`config.mk`:
```
export PLATFORM = sky130hd
export DESIGN_NAME = scrambler
export DESIGN_NICKNAME = d
export VERILOG_FILES = /design/src/rtl/scrambler_pkg.sv /design/src/rtl/scr_lane.sv /design/src/rtl/scrambler.sv
export SDC_FILE = /design/constraint.sdc
export NUM_CORES = 1
export LEC_CHECK = 0
export ABC_AREA = 1
export CAP_MARGIN = 20
export CORE_AREA = 2 2 97 146
export CTS_CLUSTER_DIAMETER = 120
export DETAILED_ROUTE_END_ITERATION = 10
export DIE_AREA = 0 0 99 148
export SETUP_SLACK_MARGIN = 0.15
export SYNTH_ARGS = -nofsm -noshare
export SYNTH_HDL_FRONTEND = slang
export SYNTH_SLANG_ARGS = --single-unit
export TNS_END_PERCENT = 1
```
`constraint.sdc`:
```
create_clock -name dpclk -period 5.4 [get_ports dpclk]
set_input_delay 1.08 -clock dpclk [delete_from_list [all_inputs] [get_ports dpclk]]
set_output_delay 1.08 -clock dpclk [all_outputs]
set_load 0.01 [all_outputs]
```
`src/rtl/scrambler_pkg.sv`:
```
// Shared symbols, LFSR constants and the per-byte scrambling step
// for the DisplayPort main-link scrambler.
package scrambler_pkg;

    localparam int          SR_INTERVAL = 512;
    localparam logic [7:0]  SYM_BS      = 8'hBC;
    localparam logic [7:0]  SYM_SR      = 8'h1C;
    localparam logic [15:0] SCR_SEED    = 16'hFFFF;
    localparam logic [15:0] SCR_POLY    = 16'h0039;

    typedef struct packed {
        logic [7:0]  dat;
        logic [15:0] lfsr;
        logic        is_bs;
    } step_t;

    // One byte through the Galois LFSR; K symbols pass through unscrambled
    function automatic step_t scr_step(
        input logic [15:0] lfsr,
        input logic [7:0]  din,
        input logic        isk,
        input logic [15:0] poly
    );
        step_t       r;
        logic [15:0] l;
        logic [7:0]  k;
        l = lfsr;
        k = '0;
        for (int i = 0; i < 8; i++) begin
            k[i] = l[15];
            l    = {l[14:0], 1'b0} ^ (l[15] ? poly : 16'h0000);
        end
        r.dat   = isk ? din : din ^ k;
        r.lfsr  = l;
        r.is_bs = isk && (din == SYM_BS);
        return r;
    endfunction

endpackage

```
`src/rtl/scr_lane.sv`:
```
// One scrambler lane: two chained byte steps per clock, BS counter,
// SR substitution with LFSR reseed, and registered outputs.
module scr_lane
    import scrambler_pkg::*;
#(
    parameter int          SR_INTERVAL = scrambler_pkg::SR_INTERVAL,
    parameter logic [15:0] SEED        = SCR_SEED,
    parameter logic [15:0] POLY        = SCR_POLY
) (
    input  logic        dpclk,
    input  logic        reset,
    input  logic        scren,
    input  logic [15:0] indat,
    input  logic [1:0]  inisk,
    output logic [15:0] scrdat,
    output logic [1:0]  scrisk
);

    localparam int             CW      = $clog2(SR_INTERVAL);
    localparam logic [CW-1:0]  CNT_MAX = CW'(SR_INTERVAL - 1);

    logic [15:0]   lfsr;
    logic [CW-1:0] cnt;

    step_t         s0;
    step_t         s1;
    logic [7:0]    o0;
    logic [7:0]    o1;
    logic [15:0]   l1;
    logic [15:0]   lfsr_nxt;
    logic [CW-1:0] c1;
    logic [CW-1:0] cnt_nxt;

    // Low byte first; an SR in the low byte reseeds before the high byte
    always_comb begin
        s0       = scr_step(lfsr, indat[7:0], inisk[0], POLY);
        o0       = s0.dat;
        l1       = s0.lfsr;
        c1       = cnt;
        if (s0.is_bs) begin
            if (cnt == '0) begin
                o0 = SYM_SR;
                l1 = SEED;
            end
            c1 = (cnt == CNT_MAX) ? '0 : cnt + CW'(1);
        end
        s1       = scr_step(l1, indat[15:8], inisk[1], POLY);
        o1       = s1.dat;
        lfsr_nxt = s1.lfsr;
        cnt_nxt  = c1;
        if (s1.is_bs) begin
            if (c1 == '0) begin
                o1       = SYM_SR;
                lfsr_nxt = SEED;
            end
            cnt_nxt = (c1 == CNT_MAX) ? '0 : c1 + CW'(1);
        end
    end

    always_ff @(posedge dpclk or posedge reset) begin
        if (reset) begin
            scrdat <= '0;
            scrisk <= '0;
            lfsr   <= SEED;
            cnt    <= '0;
        end else if (scren) begin
            scrdat <= {o1, o0};
            scrisk <= inisk;
            lfsr   <= lfsr_nxt;
            cnt    <= cnt_nxt;
        end else begin
            scrdat <= indat;
            scrisk <= inisk;
            lfsr   <= SEED;
            cnt    <= '0;
        end
    end

endmodule

```
`src/rtl/scrambler.sv`:
```
// Two-lane DisplayPort main-link scrambler feeding the phy output mux.
// Each lane keeps its own LFSR and BS counter.
module scrambler
    import scrambler_pkg::*;
#(
    parameter int          SR_INTERVAL = scrambler_pkg::SR_INTERVAL,
    parameter logic [15:0] SEED        = SCR_SEED,
    parameter logic [15:0] POLY        = SCR_POLY
) (
    input  logic        dpclk,
    input  logic        reset,
    input  logic        scren,
    input  logic [15:0] indat0,
    input  logic [1:0]  inisk0,
    input  logic [15:0] indat1,
    input  logic [1:0]  inisk1,
    output logic [15:0] scrdat0,
    output logic [1:0]  scrisk0,
    output logic [15:0] scrdat1,
    output logic [1:0]  scrisk1
);

    scr_lane #(
        .SR_INTERVAL (SR_INTERVAL),
        .SEED        (SEED),
        .POLY        (POLY)
    ) u_lane0 (
        .dpclk  (dpclk),
        .reset  (reset),
        .scren  (scren),
        .indat  (indat0),
        .inisk  (inisk0),
        .scrdat (scrdat0),
        .scrisk (scrisk0)
    );

    scr_lane #(
        .SR_INTERVAL (SR_INTERVAL),
        .SEED        (SEED),
        .POLY        (POLY)
    ) u_lane1 (
        .dpclk  (dpclk),
        .reset  (reset),
        .scren  (scren),
        .indat  (indat1),
        .inisk  (inisk1),
        .scrdat (scrdat1),
        .scrisk (scrisk1)
    );

endmodule

```
Word-level counts from Yosys, hierarchy flattened
Index checks and enable logic that the tools add are counted.
{"block": "word_totals", "elab_cells": 130, "latchBits": 0, "output_inout_bits": 36, "memories": 0, "ramBits": 0, "mem_bits_ro": 0, "inputBits": 39, "ff_bits": 86}
{"block": "classes", "n_reduce_logical": 8, "bitwise": 36, "magnitude_cmp": 0, "div_mod_pow": 0, "mul": 0, "addsub": 4, "muxes": 66, "n_eq_ne": 8, "shifts": 0}
{"cell": "bitwise XOR 16 bit", "n": 32}
{"cell": "two-way mux 16 bit", "n": 12}
{"cell": "two-way mux 6 bit", "n": 32}
{"cell": "two-way mux 8 bit", "n": 12}
{"cell": "two-way mux 9 bit", "n": 10}
{"cell": "adder 9 x 1 -> 9 bit, second input constant", "n": 4}
{"cell": "equality test 9 bit, second input constant", "n": 4}
{"cell": "logical NOT 9 bit", "n": 4}
{"cell": "equality test 8 bit, second input constant", "n": 4}
{"cell": "bitwise XOR 8 bit", "n": 4}
{"cell": "logical AND 1 bit", "n": 4}

Logic depth before layout (Yosys ltp)
Gate-level depths: netlist of run 1.
{"block": "logic_depth", "depth_word": 37, "mapped_depth": 18, "mapped_depth_nobuf": 18}

Cells and area by module
From an unflattened synthesis of run 1, not the netlist that was laid out.
{"block": "hier_totals", "cells_unflattened": 770, "hier_area_um2": 5780.5}
{"module": "scr_lane", "area_per_inst_um2": 2890.3, "cells_per_inst": 385, "seq_area_each_um2": 1096.1, "n_inst": 2}

Worst setup path before layout of run 1
OpenSTA, ideal clock, no wires.
{"block": "synth_timing", "path_kind": "input to register", "startpoint": "in indat1[6]", "endpoint": "reg u_lane1.cnt[3]", "t_required_ns": 5.306, "arrival_ns": 2.789, "cell_stages": 15, "n_path_buf": 0, "path_slack_ns": 2.517, "setup_ns": 0.094, "path_cell_list": "inv_2 -> nand2_1 -> nor2_1 -> nand2_1 -> nor2_4 -> nand2_1 -> nand2_2 -> inv_1 -> ha_1 -> nand3_1 -> nor3_1 -> ha_1 -> a21oi_1 -> inv_1 -> a211oi_1"}
{"block": "synth_between", "elab_chain_len": 7, "word_cells_on_any_way": 8, "classes_between": "add/sub (1); eq/ne (2); mux (4); reduce/logical (1)"}
{"element": "start: declaration", "line_no": "scrambler.sv:15", "rtl": "input logic [15:0] indat1,"}
{"element": "equality test 8 bit *", "line_no": "scrambler_pkg.sv:35", "rtl": "r.is_bs = isk && (din == SYM_BS);"}
{"element": "logical AND 1 bit *", "line_no": "scrambler_pkg.sv:35"}
{"element": "two-way mux 9 bit *", "line_no": "scr_lane.sv:40", "rtl": "if (s0.is_bs) begin"}
{"element": "adder 9 x 1 -> 9 bit / equality test 9 bit (equally long branches)", "line_no": "scr_lane.sv:56", "rtl": "cnt_nxt = (c1 == CNT_MAX) ? '0 : c1 + CW'(1);"}
{"element": "two-way mux 9 bit", "line_no": "scr_lane.sv:56"}
{"element": "two-way mux 9 bit *", "line_no": "scr_lane.sv:51", "rtl": "if (s1.is_bs) begin"}
{"element": "two-way mux 9 bit *", "line_no": "scr_lane.sv:66", "rtl": "end else if (scren) begin"}
{"element": "end signal: assignment", "line_no": "scr_lane.sv:70", "rtl": "cnt <= cnt_nxt;"}
{"element": "end: declaration", "line_no": "scr_lane.sv:23", "rtl": "logic [CW-1:0] cnt;"}
Mark *: on every way between the ends. The rest lies on a longest branch, timed or not.

Worst setup path after layout of run 1
{"block": "layout_timing", "startpoint": "in inisk1[0]", "endpoint": "reg u_lane1.cnt[3]"}
{"block": "layout_between", "elab_chain_len": 6, "word_cells_on_any_way": 7, "classes_between": "add/sub (1); eq/ne (1); mux (4); reduce/logical (1)"}
{"element": "start: declaration", "line_no": "scrambler.sv:16", "rtl": "input logic [1:0] inisk1,"}
{"element": "logical AND 1 bit *", "line_no": "scrambler_pkg.sv:35"}
{"element": "two-way mux 9 bit *", "line_no": "scr_lane.sv:40"}
{"element": "adder 9 x 1 -> 9 bit / equality test 9 bit (equally long branches)", "line_no": "scr_lane.sv:56"}
{"element": "two-way mux 9 bit", "line_no": "scr_lane.sv:56"}
{"element": "two-way mux 9 bit *", "line_no": "scr_lane.sv:51"}
{"element": "two-way mux 9 bit *", "line_no": "scr_lane.sv:66"}
Marks and branches as above.

==> results.cfg, run 1 <==
[worst_setup_path]
crit_chain = clkdlybuf4s50_1, nand2_1, nor2_1, nand2_1, nor2_4, nand2_1, nand2_2, inv_1, ha_1, nand3_1, nor3_1, ha_1, a21oi_1, inv_1, a211oi_1
crit_start = inisk1[0]
end_kind = flop
worstSetupStartpointType = primary input
cpLargestDelayFamily = buffers and inverters
regToRegStartpoint = u_lane0.cnt[0]
worstPathMaxFanout = 6
slowest_stage = clkdlybuf4s50_1
slowest_delay_ns = 0.63
crit_buf_inv = 3
crit_top_cell = nand2_1
critPathArrivalTime_ns = 4.00
worst_ep_required_time_ns = 5.65
worstSetupPathType = primary input to flop

[synthesis]
synth_warnings = 0
ys_types = 41
seq_area_frac_synth_pct = 38.1
ys_seq_elements = 86
syn_area_um2 = 5750
synth_edf_count = 0
synthArstFlopShare_pct = 100
syn_nets = 783
synthCells = 732
syn_area_per_cell_um2 = 7.86
synth_ff_type = dfrtp_1

[layout]
num-nets-final = 853
drive_gt1_share_pct = 13.0
fin_cells = 969
fin_area_um2 = 6940
diodes = 0
finish.utilization_pct = 52.0
areaGrowthSynthToFinish_pct = 20.6
num-fill-cells = 1306

[pwr]
total_power_mw = 3.47
p_seq_share_pct = 30.7
combPwrFrac_pct = 49.7
p_leak_nw = 3.26
clkPwrFrac_pct = 19.6
p_int_mw = 2.09
powerDensity_nw_per_um2 = 500
swShare_pct = 39.7
power.switching_mw = 1.38
peakVddDrop_uv = 326

[detailed_routing]
ant_nets = 0
drtIter0Drc = 144
vias = 4955
drc_errors = 0
first_pass_iters = 4
viasPerCell = 5.11
drt-total-wl_um = 14600
drt-wirelength-per-cell_um = 15.1

[timing]
setup_violations = 0
layout_setup_ws_ns = 1.65
whs_ns = 0.573
hold_violations = 0
fin_setup_tns_ns = 0
maxSlewViolCount = 0
slew_headroom_pct = 41.9
max_freq_mhz = 267
min_period_over_period_pct = 69.4
worst_pin_slew_ns = 0.868
finClkSkew_ns = 0.00499
grt_setup_unrepaired = no
post-route-min-period_ns = 3.75

[placed_design]
dp.cells = 953
dp_hpwl_um = 11300
dpl_cell_area_um2 = 6620
pre_cts_ws_ns = 1.35
port_buffers = 74
gp_congestion = 0.932

[floorplan]
ios = 75
die_y_um = 148
core_um2 = 13300
initial_core_util_pct = 43.1
die_area_um2 = 14700
rows = 52
die_w_um = 99

[global_routing]
grt_max_degree = 48
grtUsageTotal_pct = 20.6
globalRouteOverflowTotal = 0
grt_pass1_vias = 5079
antenna_found_initial = 0
grt_pass1_wl_um = 23900

[run_status]
status = complete, no violations

[cts]
clock-sinks = 86
post_cts_buffers = 0
cts-resized-gates = 0
path_clk_slew_ns = 0.06
cts_tree = done
cts_hold_buf = 0
clk_latency_ns = 0.35
cts_buffer_depth = 2
h-tree-depth = 3
cts-root-buf = clkbuf_16
cts_inserted_buffers = 9

[run]
cap_violations = 0

[hold_path]
hold_start = u_lane0.lfsr[11]
hp-class = flop to flop
[cell usage after synthesis (10+ instances only)]
cell type	n	area, µm²
nand4_1	14	87.6
nand2_1	171	642
nand3_1	62	310
xnor2_1	60	526
nor2_1	61	229
ha_1	12	150
inv_1	95	357
o21ai_0	19	95.1
dfrtp_1	54	1350
a21oi_1	13	65.1
o211ai_1	10	75.1
nand3_2	10	100
dfstp_2	32	841
xor2_1	36	315
[cells in the final DEF (no fill, tap or decap), types with 10 or more instances in the layout]
master           Yosys  routed
nor2_1              61      61
dfrtp_1             54      54
nand3_2             10      10
ha_1                12      12
a21oi_1             13      13
xor2_1              36      36
inv_1               95      94
nand2_1            171     171
dfstp_2             32      32
xnor2_1             60      60
o21ai_0             19      19
nand4_1             14      14
o211ai_1            10      10
clkdlybuf4s50_1      0      74
nand3_1             62      62
[power by group through the flow]
stage / registers [mW] / clock network [mW] / logic, mW
3_3_place_gp: 1.08 / 0 / 1.68
2_1_floorplan: 1.01 / 0 / 1.34
5_1_grt: 1.09 / 0.720 / 1.91
4_1_cts: 1.07 / 0.697 / 1.73
3_5_place_dp: 1.08 / 0 / 1.71
6_report: 1.06 / 0.679 / 1.72
[registers in the layout (all words and copies together) (netlist names)]
signal and cells:
u_lane0.lfsr 16, u_lane0.scrdat 16, u_lane1.lfsr 16, u_lane1.scrdat 16, u_lane0.cnt 9, u_lane1.cnt 9, u_lane0.scrisk 2, u_lane1.scrisk 2
[path summary, 6_finish.rpt]
path                       slack (ns)                end  depth (start not counted)
min in group asynchronous        1.19  u_lane1.scrdat[8]                          2
min                              0.57  u_lane0.scrdat[4]                          2
max reg2reg                      1.98     u_lane0.cnt[6]                         18
max in group asynchronous        3.18    u_lane0.lfsr[4]                          3
max                              1.65     u_lane1.cnt[3]                         15
min reg2reg                      0.57  u_lane0.scrdat[4]                          2
[layout make-up]
cell class	instances	area, µm²	share of cell area (%)
clock buffer	9	225	3.25
clock inverter	7	96.3	1.39
inverter	104	392	5.64
multi-input combinational	526	3080	44.4
sequential	86	2190	31.6
tap	162	203	2.92
timing repair buffer	75	748	10.8
[per-layer routing]
layer  vias to the layer above  global-route usage, %  routed length, µm
met1                      2379                   21.3               5480
met4                         0                   10.0                427
met5                         -                      0                  0
met2                       106                   39.4               8260
li1                       2437                      -                  -
met3                        33                   3.40                462
[worst min-delay path, cell delays in order (launching register included)]
cell and delay, ns:
dfstp_2 0.40, nand2_1 0.08, xnor2_1 0.06
[cells by family (layout without fill, tap and decap cells)]
family | after synthesis | after routing | synth area share (%)
fa+ha+maj | 12 | 12 | 2.61
flops | 86 | 86 | 38.1
mux | 1 | 1 | 0.174
compound gates | 55 | 55 | 5.83
xor+xnor | 98 | 98 | 15.2
simple gates | 360 | 360 | 29.8
buf+inv | 120 | 195 | 8.29
Power figures use the tool's default switching activity.
==> inputs of run 2 (changes only) <==
- clock period: 5.4 -> 3.51 ns (I/O delays scaled with it)
==> run 2 against run 1 <==
Wire length rose by 3.2%. Power rose by 54%. Critical path depth rose by 3. Worst setup slack got worse by 1.2 ns. First-iteration DRC count fell by 2.8%. Global-route usage rose by 0.48 points. Clock power rose by 58%. Non-clock buffer count rose by 7. Register-to-register slack got worse by 1.5 ns.
==> results.cfg, run 2 (synthesis results as in run 1) <==
[timing]
grt_setup_unrepaired = yes
maxSlewViolCount = 0
min_period_over_period_pct = 87.2
hold_violations = 0
slew_headroom_pct = 45.9
post-route-min-period_ns = 3.06
setup_violations = 0
finClkSkew_ns = 0.00772
fin_setup_tns_ns = 0
worst_pin_slew_ns = 0.811
max_freq_mhz = 327

[worst_setup_path]
crit_start = u_lane1.cnt[1]
crit_chain = ha_2, nand3_1, inv_1, nand2_1, nor3_1, ha_1, inv_1, nand2_1, nand4_1, nand2_2, inv_1, ha_1, nand3_1, nor3_1, ha_1, a21oi_2, inv_1, a211oi_1
crit_top_cell = inv_1
slowest_stage = dfrtp_1
worstSetupStartpointType = flop
end_kind = flop
critPathArrivalTime_ns = 3.31
rr_endpoint = u_lane1.cnt[3]
rrSetupSlack_ns = 0.45
worstSetupPathType = flop to flop
crit_buf_inv = 4
slowest_delay_ns = 0.39
worst_ep_required_time_ns = 3.76
r2r_cells = 18
worstPathMaxFanout = 8
cpLargestDelayFamily = simple AND/OR/NAND/NOR gates
regToRegStartpoint = u_lane1.cnt[1]

[cts]
clk_latency_ns = 0.35
cts_buffer_depth = 2
clock-sinks = 86
path_clk_slew_ns = 0.06
cts_tree = done
cts_inserted_buffers = 9
h-tree-depth = 3
cts-root-buf = clkbuf_16
cts_hold_buf = 0

[global_routing]
globalRouteOverflowTotal = 0
grt_pass1_vias = 4981
grt_max_degree = 37
grtUsageTotal_pct = 21.1
antenna_found_initial = 0
grt_pass1_wl_um = 24500

[placed_design]
gp_congestion = 0.963
port_buffers = 74
dp_hpwl_um = 11700
dp.cells = 959

[layout]
fin_cells = 976
diodes = 0
num-nets-final = 860
final_common_cell = nand2_1
areaGrowthSynthToFinish_pct = 22.2
ff_latch_area_um2 = 2190
num-fill-cells = 1295
layout_common_cells = nand2_1 (170), inv_1 (94), clkdlybuf4s50_1 (74), nand3_1 (62), nor2_1 (61)
multi_input_area_um2 = 3110
finish.utilization_pct = 52.7
drive_gt1_share_pct = 14.4

[floorplan]
die_w_um = 99
rows = 52
die_y_um = 148
initial_core_util_pct = 43.1
ios = 75
core_um2 = 13300
die_area_um2 = 14700

[run]
cap_violations = 0

[hold_path]
hold_start = u_lane0.lfsr[11]
whs_endpoint = u_lane0.scrdat[4]
min_path_cells = 2
hp-class = flop to flop

[pwr]
peakVddDrop_uv = 531
powerDensity_nw_per_um2 = 760
p_leak_nw = 3.29

[detailed_routing]
drt-total-wl_um = 15100
drc_errors = 0
first_pass_iters = 5
drt-wirelength-per-cell_um = 15.5
drtIter0Drc = 140
vias = 4955
viasPerCell = 5.08
ant_nets = 0

[run_status]
status = complete, no violations
## run 2: per-layer routing
metal / routed length (µm) / GRT usage [%]
met1: 5550 / 22.0
met5: 0 / 0
met2: 8570 / 41.1
met3: 585 / 2.93
met4: 392 / 8.84
## run 2: layout make-up
class                      count  share of cell area (%)
clock inverter                 6                    1.30
sequential                    86                    31.2
multi-input combinational    526                    44.2
clock buffer                  10                    3.40
tap                          162                    2.88
timing repair buffer          82                    11.4
inverter                     104                    5.57
## run 2: timing repair
action | in CTS | in global routing
resized for setup | 0 | 6
endpoints found under the setup margin | 0 | 13
buffers inserted | 0 | 1
## run 2: report_power, final
part           leakage [nW]  internal [mW]  switching, mW
Sequential             1.01           1.38          0.264
Combinational          2.12           1.22           1.42
Clock                 0.163          0.648          0.419
Total                  3.29           3.24           2.10
## run 2: how the worst max path moves through the flow
stage | endpoint | slack, ns | cells after the start
6_report | u_lane1.cnt[3] | 0.45 | 18
5_1_grt | u_lane1.cnt[3] | 0.12 | 18
4_1_cts | u_lane1.cnt[3] | 0.31 | 18
3_5_place_dp | u_lane1.cnt[3] | 0.19 | 15
3_3_place_gp | u_lane0.cnt[6] | 0.25 | 16
2_1_floorplan | u_lane0.cnt[0] | 0.64 | 1
## run 2: worst min-delay path: stages, from the launching register on
cell	delay [ns]
dfstp_2	0.40
nand2_1	0.08
xnor2_1	0.06
## run 2: per-stage QoR
stage / worst slack (ns) / instance area, µm² / total power [mW] / hold WS (ns)
finish: 0.450 / 7030 / 5.34 / 0.580
global placement: 0.251 / 6660 / 4.25 / 0.578
detailed placement: 0.191 / 6660 / 4.29 / 0.571
global route: 0.116 / 7030 / 5.79 / 0.598
CTS: 0.309 / 6990 / 5.40 / 0.579
floorplan: 0.639 / 5750 / 3.62 / 0.543
